## config.mk

```make
export PLATFORM = sky130hd
export DESIGN_NAME = alu_operand_stage
export DESIGN_NICKNAME = d
export VERILOG_FILES = /design/src/rtl/alu_operand_stage_pkg.sv /design/src/rtl/rf_bypass.sv /design/src/rtl/alu_operand_stage.sv
export SDC_FILE = /design/constraint.sdc
export NUM_CORES = 1
export LEC_CHECK = 0
export CAP_MARGIN = 40
export CORE_MARGIN = 3
export CORE_UTILIZATION = 36
export DETAILED_ROUTE_END_ITERATION = 16
export PLACE_DENSITY = 0.55
export SLEW_MARGIN = 5
export SYNTH_ARGS = -nofsm -noshare
export SYNTH_HDL_FRONTEND = slang
export SYNTH_SLANG_ARGS = --single-unit
```

## constraint.sdc

```tcl
create_clock -name clk -period 4.25 [get_ports clk]
set_input_delay 1.275 -clock clk [delete_from_list [all_inputs] [get_ports clk]]
set_output_delay 1.275 -clock clk [all_outputs]
set_load 0.03 [all_outputs]
```

## src/rtl/alu_operand_stage_pkg.sv

```systemverilog
// rtl/alu_operand_stage_pkg.sv - shared widths, opcode encoding and staging record
// Contents: REG_W, NUM_REGS, SEL_W, alu_op_e opcode enum, stage_t staging record.
package alu_operand_stage_pkg;

    localparam int REG_W    = 16;
    localparam int NUM_REGS = 8;
    localparam int SEL_W    = 3;

    // 000-011 are the shift/rotate group, 1xx the arithmetic/logic group.
    typedef enum logic [2:0] {
        OP_SLL = 3'b000,
        OP_SRL = 3'b001,
        OP_SRA = 3'b010,
        OP_ROL = 3'b011,
        OP_ADD = 3'b100,
        OP_OR  = 3'b101,
        OP_XOR = 3'b110,
        OP_AND = 3'b111
    } alu_op_e;

    // Everything the stage holds for one instruction, cleared as a unit.
    typedef struct packed {
        logic             valid;
        logic [REG_W-1:0] a;
        logic [REG_W-1:0] b;
        alu_op_e          op;
        logic             cin;
        logic             inva;
        logic             invb;
        logic             sign;
    } stage_t;

endpackage

```

## src/rtl/rf_bypass.sv

```systemverilog
// rtl/rf_bypass.sv - 8x16 register file with one write port and two bypassed read ports
// Ports:
//   clk, rst                  clock, synchronous active-high reset (clears all registers)
//   wr_en, wr_sel, wr_data    write port, committed on the rising edge
//   rd_sel1, rd_sel2          read selects
//   rd_data1, rd_data2        combinational read data, forwarding same-cycle write data
module rf_bypass
    import alu_operand_stage_pkg::*;
(
    input  logic             clk,
    input  logic             rst,
    input  logic             wr_en,
    input  logic [SEL_W-1:0] wr_sel,
    input  logic [REG_W-1:0] wr_data,
    input  logic [SEL_W-1:0] rd_sel1,
    input  logic [SEL_W-1:0] rd_sel2,
    output logic [REG_W-1:0] rd_data1,
    output logic [REG_W-1:0] rd_data2
);

    logic [REG_W-1:0] regs [NUM_REGS];

    // All eight entries are general purpose; there is no hardwired zero.
    always_ff @(posedge clk) begin
        if (rst) begin
            for (int i = 0; i < NUM_REGS; i++) begin
                regs[i] <= '0;
            end
        end else if (wr_en) begin
            regs[wr_sel] <= wr_data;
        end
    end

    // A write in the same cycle wins over the stored value so the stage
    // captures the value the register will hold after this edge.
    assign rd_data1 = (wr_en && (wr_sel == rd_sel1)) ? wr_data : regs[rd_sel1];
    assign rd_data2 = (wr_en && (wr_sel == rd_sel2)) ? wr_data : regs[rd_sel2];

endmodule

```

## src/rtl/alu_operand_stage.sv

```systemverilog
// rtl/alu_operand_stage.sv - register-file read, B-operand select and ALU operand staging register
// Ports:
//   clk, rst                               clock, synchronous active-high reset
//   wr_en, wr_sel, wr_data                 register-file write port
//   in_valid, rd_sel1, rd_sel2, imm,
//   use_imm, op_in, cin_in, inva_in,
//   invb_in, sign_in                       upstream instruction fields
//   stall, flush                           downstream hold / kill controls
//   A, B, Op, Cin, invA, invB, sign        registered ALU operands and controls
//   out_valid                              staged contents valid
module alu_operand_stage
    import alu_operand_stage_pkg::*;
(
    input  logic             clk,
    input  logic             rst,
    input  logic             wr_en,
    input  logic [SEL_W-1:0] wr_sel,
    input  logic [REG_W-1:0] wr_data,
    input  logic             in_valid,
    input  logic [SEL_W-1:0] rd_sel1,
    input  logic [SEL_W-1:0] rd_sel2,
    input  logic [REG_W-1:0] imm,
    input  logic             use_imm,
    input  logic [2:0]       op_in,
    input  logic             cin_in,
    input  logic             inva_in,
    input  logic             invb_in,
    input  logic             sign_in,
    input  logic             stall,
    input  logic             flush,
    output logic [REG_W-1:0] A,
    output logic [REG_W-1:0] B,
    output logic [2:0]       Op,
    output logic             Cin,
    output logic             invA,
    output logic             invB,
    output logic             sign,
    output logic             out_valid
);

    logic [REG_W-1:0] rd_data1;
    logic [REG_W-1:0] rd_data2;
    stage_t           stage_d;
    stage_t           stage_q;

    rf_bypass u_rf (
        .clk      (clk),
        .rst      (rst),
        .wr_en    (wr_en),
        .wr_sel   (wr_sel),
        .wr_data  (wr_data),
        .rd_sel1  (rd_sel1),
        .rd_sel2  (rd_sel2),
        .rd_data1 (rd_data1),
        .rd_data2 (rd_data2)
    );

    // Data fields load even when in_valid is low; consumers qualify with out_valid.
    always_comb begin
        stage_d       = '0;
        stage_d.valid = in_valid;
        stage_d.a     = rd_data1;
        stage_d.b     = use_imm ? imm : rd_data2;
        stage_d.op    = alu_op_e'(op_in);
        stage_d.cin   = cin_in;
        stage_d.inva  = inva_in;
        stage_d.invb  = invb_in;
        stage_d.sign  = sign_in;
    end

    // Priority: reset, then flush (overrides stall), then stall holds, else capture.
    always_ff @(posedge clk) begin
        if (rst) begin
            stage_q <= '0;
        end else if (flush) begin
            stage_q <= '0;
        end else if (!stall) begin
            stage_q <= stage_d;
        end
    end

    assign out_valid = stage_q.valid;
    assign A         = stage_q.a;
    assign B         = stage_q.b;
    assign Op        = stage_q.op;
    assign Cin       = stage_q.cin;
    assign invA      = stage_q.inva;
    assign invB      = stage_q.invb;
    assign sign      = stage_q.sign;

endmodule

```

Word-level counts from Yosys, hierarchy flattened. Memories as Yosys holds them, arrays and structs flattened. A register that Yosys moved wholly into a read port is not among the register bits. Index checks and enable logic that the tools add are counted.

Flip-flop bits (word level): 24. Latch bits: 0. RAM bits: 128. Bits in read-only memories: 0. Input port bits: 55. Output and inout bits: 40. Logic and storage cells: 23. Memories: 1.

Add/subtract/negate cells: 0. Multiply operators: 0. Divide/modulo/power cells: 0. Order comparisons: 0. Equal/unequal tests: 1. Shift operators: 0. Multiplexer cells: 10. Bitwise gates (word level): 0. Reduce and logical (&&, ||, !) cells: 4.

Memories: u_rf.regs (depth 8, width 16, read ports 2, clocked after Yosys merged registers in 1, wr ports 8, RTL line rf_bypass.sv:21) `logic [REG_W-1:0] regs [NUM_REGS];`.

Operator list (number): 16-bit 2-to-1 mux (3); 16-bit OR reduction (1); 1-bit 2-to-1 mux (6); 3-bit equality test (1); 3-bit 2-to-1 mux (1); 2-bit OR reduction (1); 1-bit logical AND (1); 1-bit logical NOT (1).

Longest topological paths before layout.
Depth in word-level cells: 5. Gate-level depth with buffers: 6. Gate-level depth less buffers: 4.

Modules after synthesis. Synthesis repeated with hierarchy kept, for this count alone.

Cell total of the unflattened synthesis: 596. Area, all modules: 9155.0 um^2.

By module, submodules not included: rf_bypass (instances 1, cells an instance 445, area an instance 7453.4 um^2, seq. area each 3843.7 um^2); alu_operand_stage (instances 1, cells an instance 151, area an instance 1701.6 um^2, seq. area each 800.8 um^2).

Least setup slack after synthesis. OpenSTA, ideal clock, no wires.

Path type: input to register. From: input rst. To: memory u_rf.regs[0][0] (enable). Library setup time: 0.334 ns. Arrival: 2.420 ns. Required time: 3.916 ns. Slack: 1.497 ns. Stages: 5. Buffers on the path: 1. Cells stage by stage: clkbuf_2 > and2b_1 > nand2b_1 > nor3_1 > or2_2.

RTL lines: from (decl) (RTL line alu_operand_stage.sv:15) `input logic rst,`; to (decl) (RTL line rf_bypass.sv:21).

==> impl_metrics.ini <==
[detailed_routing]
first_iter_violations = 611
dr.pass1.iters = 5
wl_per_cell_um = 23.55
vias_per_cell = 5.453
antenna_left = 0
drt-total-wl_mm = 23.46
drc_errors = 0
routed-via-count = 5431

[sta]
period_needed_ns = 3.587
max_clock_freq_ghz = 0.2788
finalWorstSetupSlack_ns = 0.6628
clock_skew_ns = 0.009338
fin_crit_sh_pct = 84.40
setup_tns_ns = 0
setup_violations = 0
tightest_slew_ns = 0.9539
report.final.slew_viol_count = 0
hold_viol_final = 0
rsz0062_at_grt = false
maxSlewHeadroom_pct = 36.17

[pwr]
p_sw_share_pct = 24.67
p_switching_mw = 0.9551
seqPwrFrac_pct = 49.6
total_leakage_power_nw = 3.548
power.internal_mw = 2.917
power.total_mw = 3.872
clockPowerShare_pct = 37.3
irDropWorstVdd_uv = 211.5
p_comb_share_pct = 13.1
p_per_area_nw_per_um2 = 380.6

[critical_path]
crit_required_ns = 4.33
critPathLaunch = rst
r2r_setup_slack_ns = 2.78
critPathCapture = u_rf.regs[2][6]
crit_type = in -> reg
r2r_start = u_rf.regs[4][15]
start_kind = input port
cp_max_fo = 17
worstPathArrival_ns = 3.66
reg2reg_depth = 3
regToRegEndpoint = B[15]
worstSetupEndpointType = register

[grt]
grt_max_degree = 34
grt_pass1_wl_mm = 35.31
grt-ovfl-total = 0
track_usage_pct = 19.18
antenna_found_initial = 0
grt_pass1_vias = 5578

[clocking]
ctsHoldBuffers = 0
cts_resized = 0
cts.sinks = 168
cts_tree = done
cts-buffers-inserted = 17
cts_max_level = 4
cts.path.max_buffers = 2
clock_latency_ns = 0.42
clk_pin_slew_ns = 0.06
post-cts-setup-buffers = 0
root_buffer = clkbuf_16

[job]
maxCapViolations = 0

[yosys]
syn-num-nets = 636
synth.cell_area_sq_um = 8373
synth_top_area_share_pct = 45.91
yosysWarnings = 0
synth_largest_area_cell = edfxtp_1
seq_area_frac_synth_pct = 55.47
synth_area_leaders = edfxtp_1 (46%), mux4_2 (17%), and2_1 (9.6%)
synthXorXnorAreaFrac_pct = 0.6276
ys_seq_elements = 168
avgSynthCellArea_sq_um = 14.41
synth_top_family_by_area = multiplexers
synth.distinct_cells = 40
yosys.area_share.adder_pct = 0
synth_compound_area_share_pct = 5.903
synth.mux.area_fraction_pct = 21.85
yosys.area_share.simple_pct = 13.52
synth_cells = 581

[floorplan]
num_io_pins = 95
start_util_pct = 36.76
core-area_sq_um = 22780
die_w_um = 158.5
die-area_sq_um = 25120
row_count = 55
fp.dieH_um = 158.5

[placed_design]
dp_hpwl_mm = 16.58
dpl.cell_count = 963
place.port_buffers = 94
place_ws_ns = 0.2418
gp_congestion = 0.8206

[final_layout]
fin_util_pct = 44.66
antennaDiodeCount = 0
most-common-layout-cells = and2_1 (128), edfxtp_1 (128), clkdlybuf4s50_1 (92)
nNetsFinal = 725
final_cells = 996
drive_gt1_share_pct = 19.33
syn_to_final_growth_pct = 21.50

[run_status]
run_status = complete, no violations

[worst_hold_path]
hp-class = reg -> reg
-- worst min path at each step --
stage                           from     to  slack, ns  cells past startpoint
finish                          A[3]   A[3]       0.49                      2
detailed placement             A[10]  A[10]       0.47                      2
global placement                A[8]   A[8]       0.47                      2
global route                   A[11]  A[11]       0.50                      2
CTS                             A[1]   A[1]       0.49                      2
floorplan           u_rf.regs[2][13]  B[13]       0.61                      4
-- Yosys cell counts, drive strengths merged --
| master | n |
|---|---|
| mux2i | 41 |
| mux4 | 63 |
| nand4 | 1 |
| nand3b | 1 |
| nor2b | 1 |
| or2 | 9 |
| nand2b | 3 |
| and2b | 1 |
| dfxtp | 40 |
| or4b | 1 |
| o2bb2ai | 1 |
| clkbuf | 23 |
| a2bb2oi | 1 |
| edfxtp | 128 |
| nand3 | 1 |
| nor3b | 1 |
| buf | 20 |
| nor2 | 32 |
| o21ai | 16 |
| a211o | 1 |
| nand2 | 5 |
| clkinv | 1 |
| a31oi | 1 |
| nor3 | 5 |
| nor4 | 1 |
| xor2 | 3 |
| a22oi | 16 |
| a21oi | 1 |
| and4 | 1 |
| o22ai | 14 |
| a2111oi | 15 |
| xnor2 | 3 |
| inv | 1 |
| and2 | 128 |
| nand4b | 1 |
-- metal layers --
metal  track usage, %  share of wire, %
met3            4.594               6.2
met4            3.564              0.77
met5                0                 0
met2            31.25                49
met1            26.64                44
-- critical path, cell delays in order --
cell and delay, ns:
clkdlybuf4s50_1 0.64, and2b_1 0.35, nand2b_1 0.14, nor2_1 0.75, or2_2 0.50
-- sequential cells by signal, summed over array words and instances, names as in the netlist --
signal / cells
A: 16
B: 16
Cin: 1
Op: 3
invA: 1
invB: 1
out_valid: 1
sign: 1
u_rf.regs: 128
-- power by group through the flow --
stage | clock (mW) | sequential (mW) | combinational [mW]
6_report | 1.44 | 1.92 | 0.508
5_1_grt | 1.54 | 1.93 | 0.541
4_1_cts | 1.46 | 1.92 | 0.511
3_5_place_dp | 0 | 1.95 | 0.509
3_3_place_gp | 0 | 1.95 | 0.502
2_1_floorplan | 0 | 1.96 | 0.273
-- kinds of logic (layout without fill, tap and decap cells) --
| family | count (synthesis) | count (layout) |
|---|---|---|
| compound gates | 66 | 66 |
| simple gates | 192 | 192 |
| mux | 104 | 104 |
| buf+inv | 45 | 147 |
| xor+xnor | 6 | 6 |
| flops | 168 | 168 |
-- layout make-up --
class                   instances  area [sq um]
well taps                     313         391.6
fillers                      2001         12600
clock inverters                 7         43.79
clock buffers                  25         496.7
inverters                       2         7.507
multi-input cells             368          3508
repair buffers                113          1081
flip-flops and latches        168          4644
-- metrics by stage --
step | hold WS, ns | cell area, sq um
final | 0.4852 | 10170
after global routing | 0.5050 | 10170
after CTS | 0.4858 | 10170
after detailed placement | 0.4681 | 9625
after global placement | 0.4698 | 9595
after floorplan | 0.6125 | 8373
Note: power is estimated with default switching activity, not from simulation.
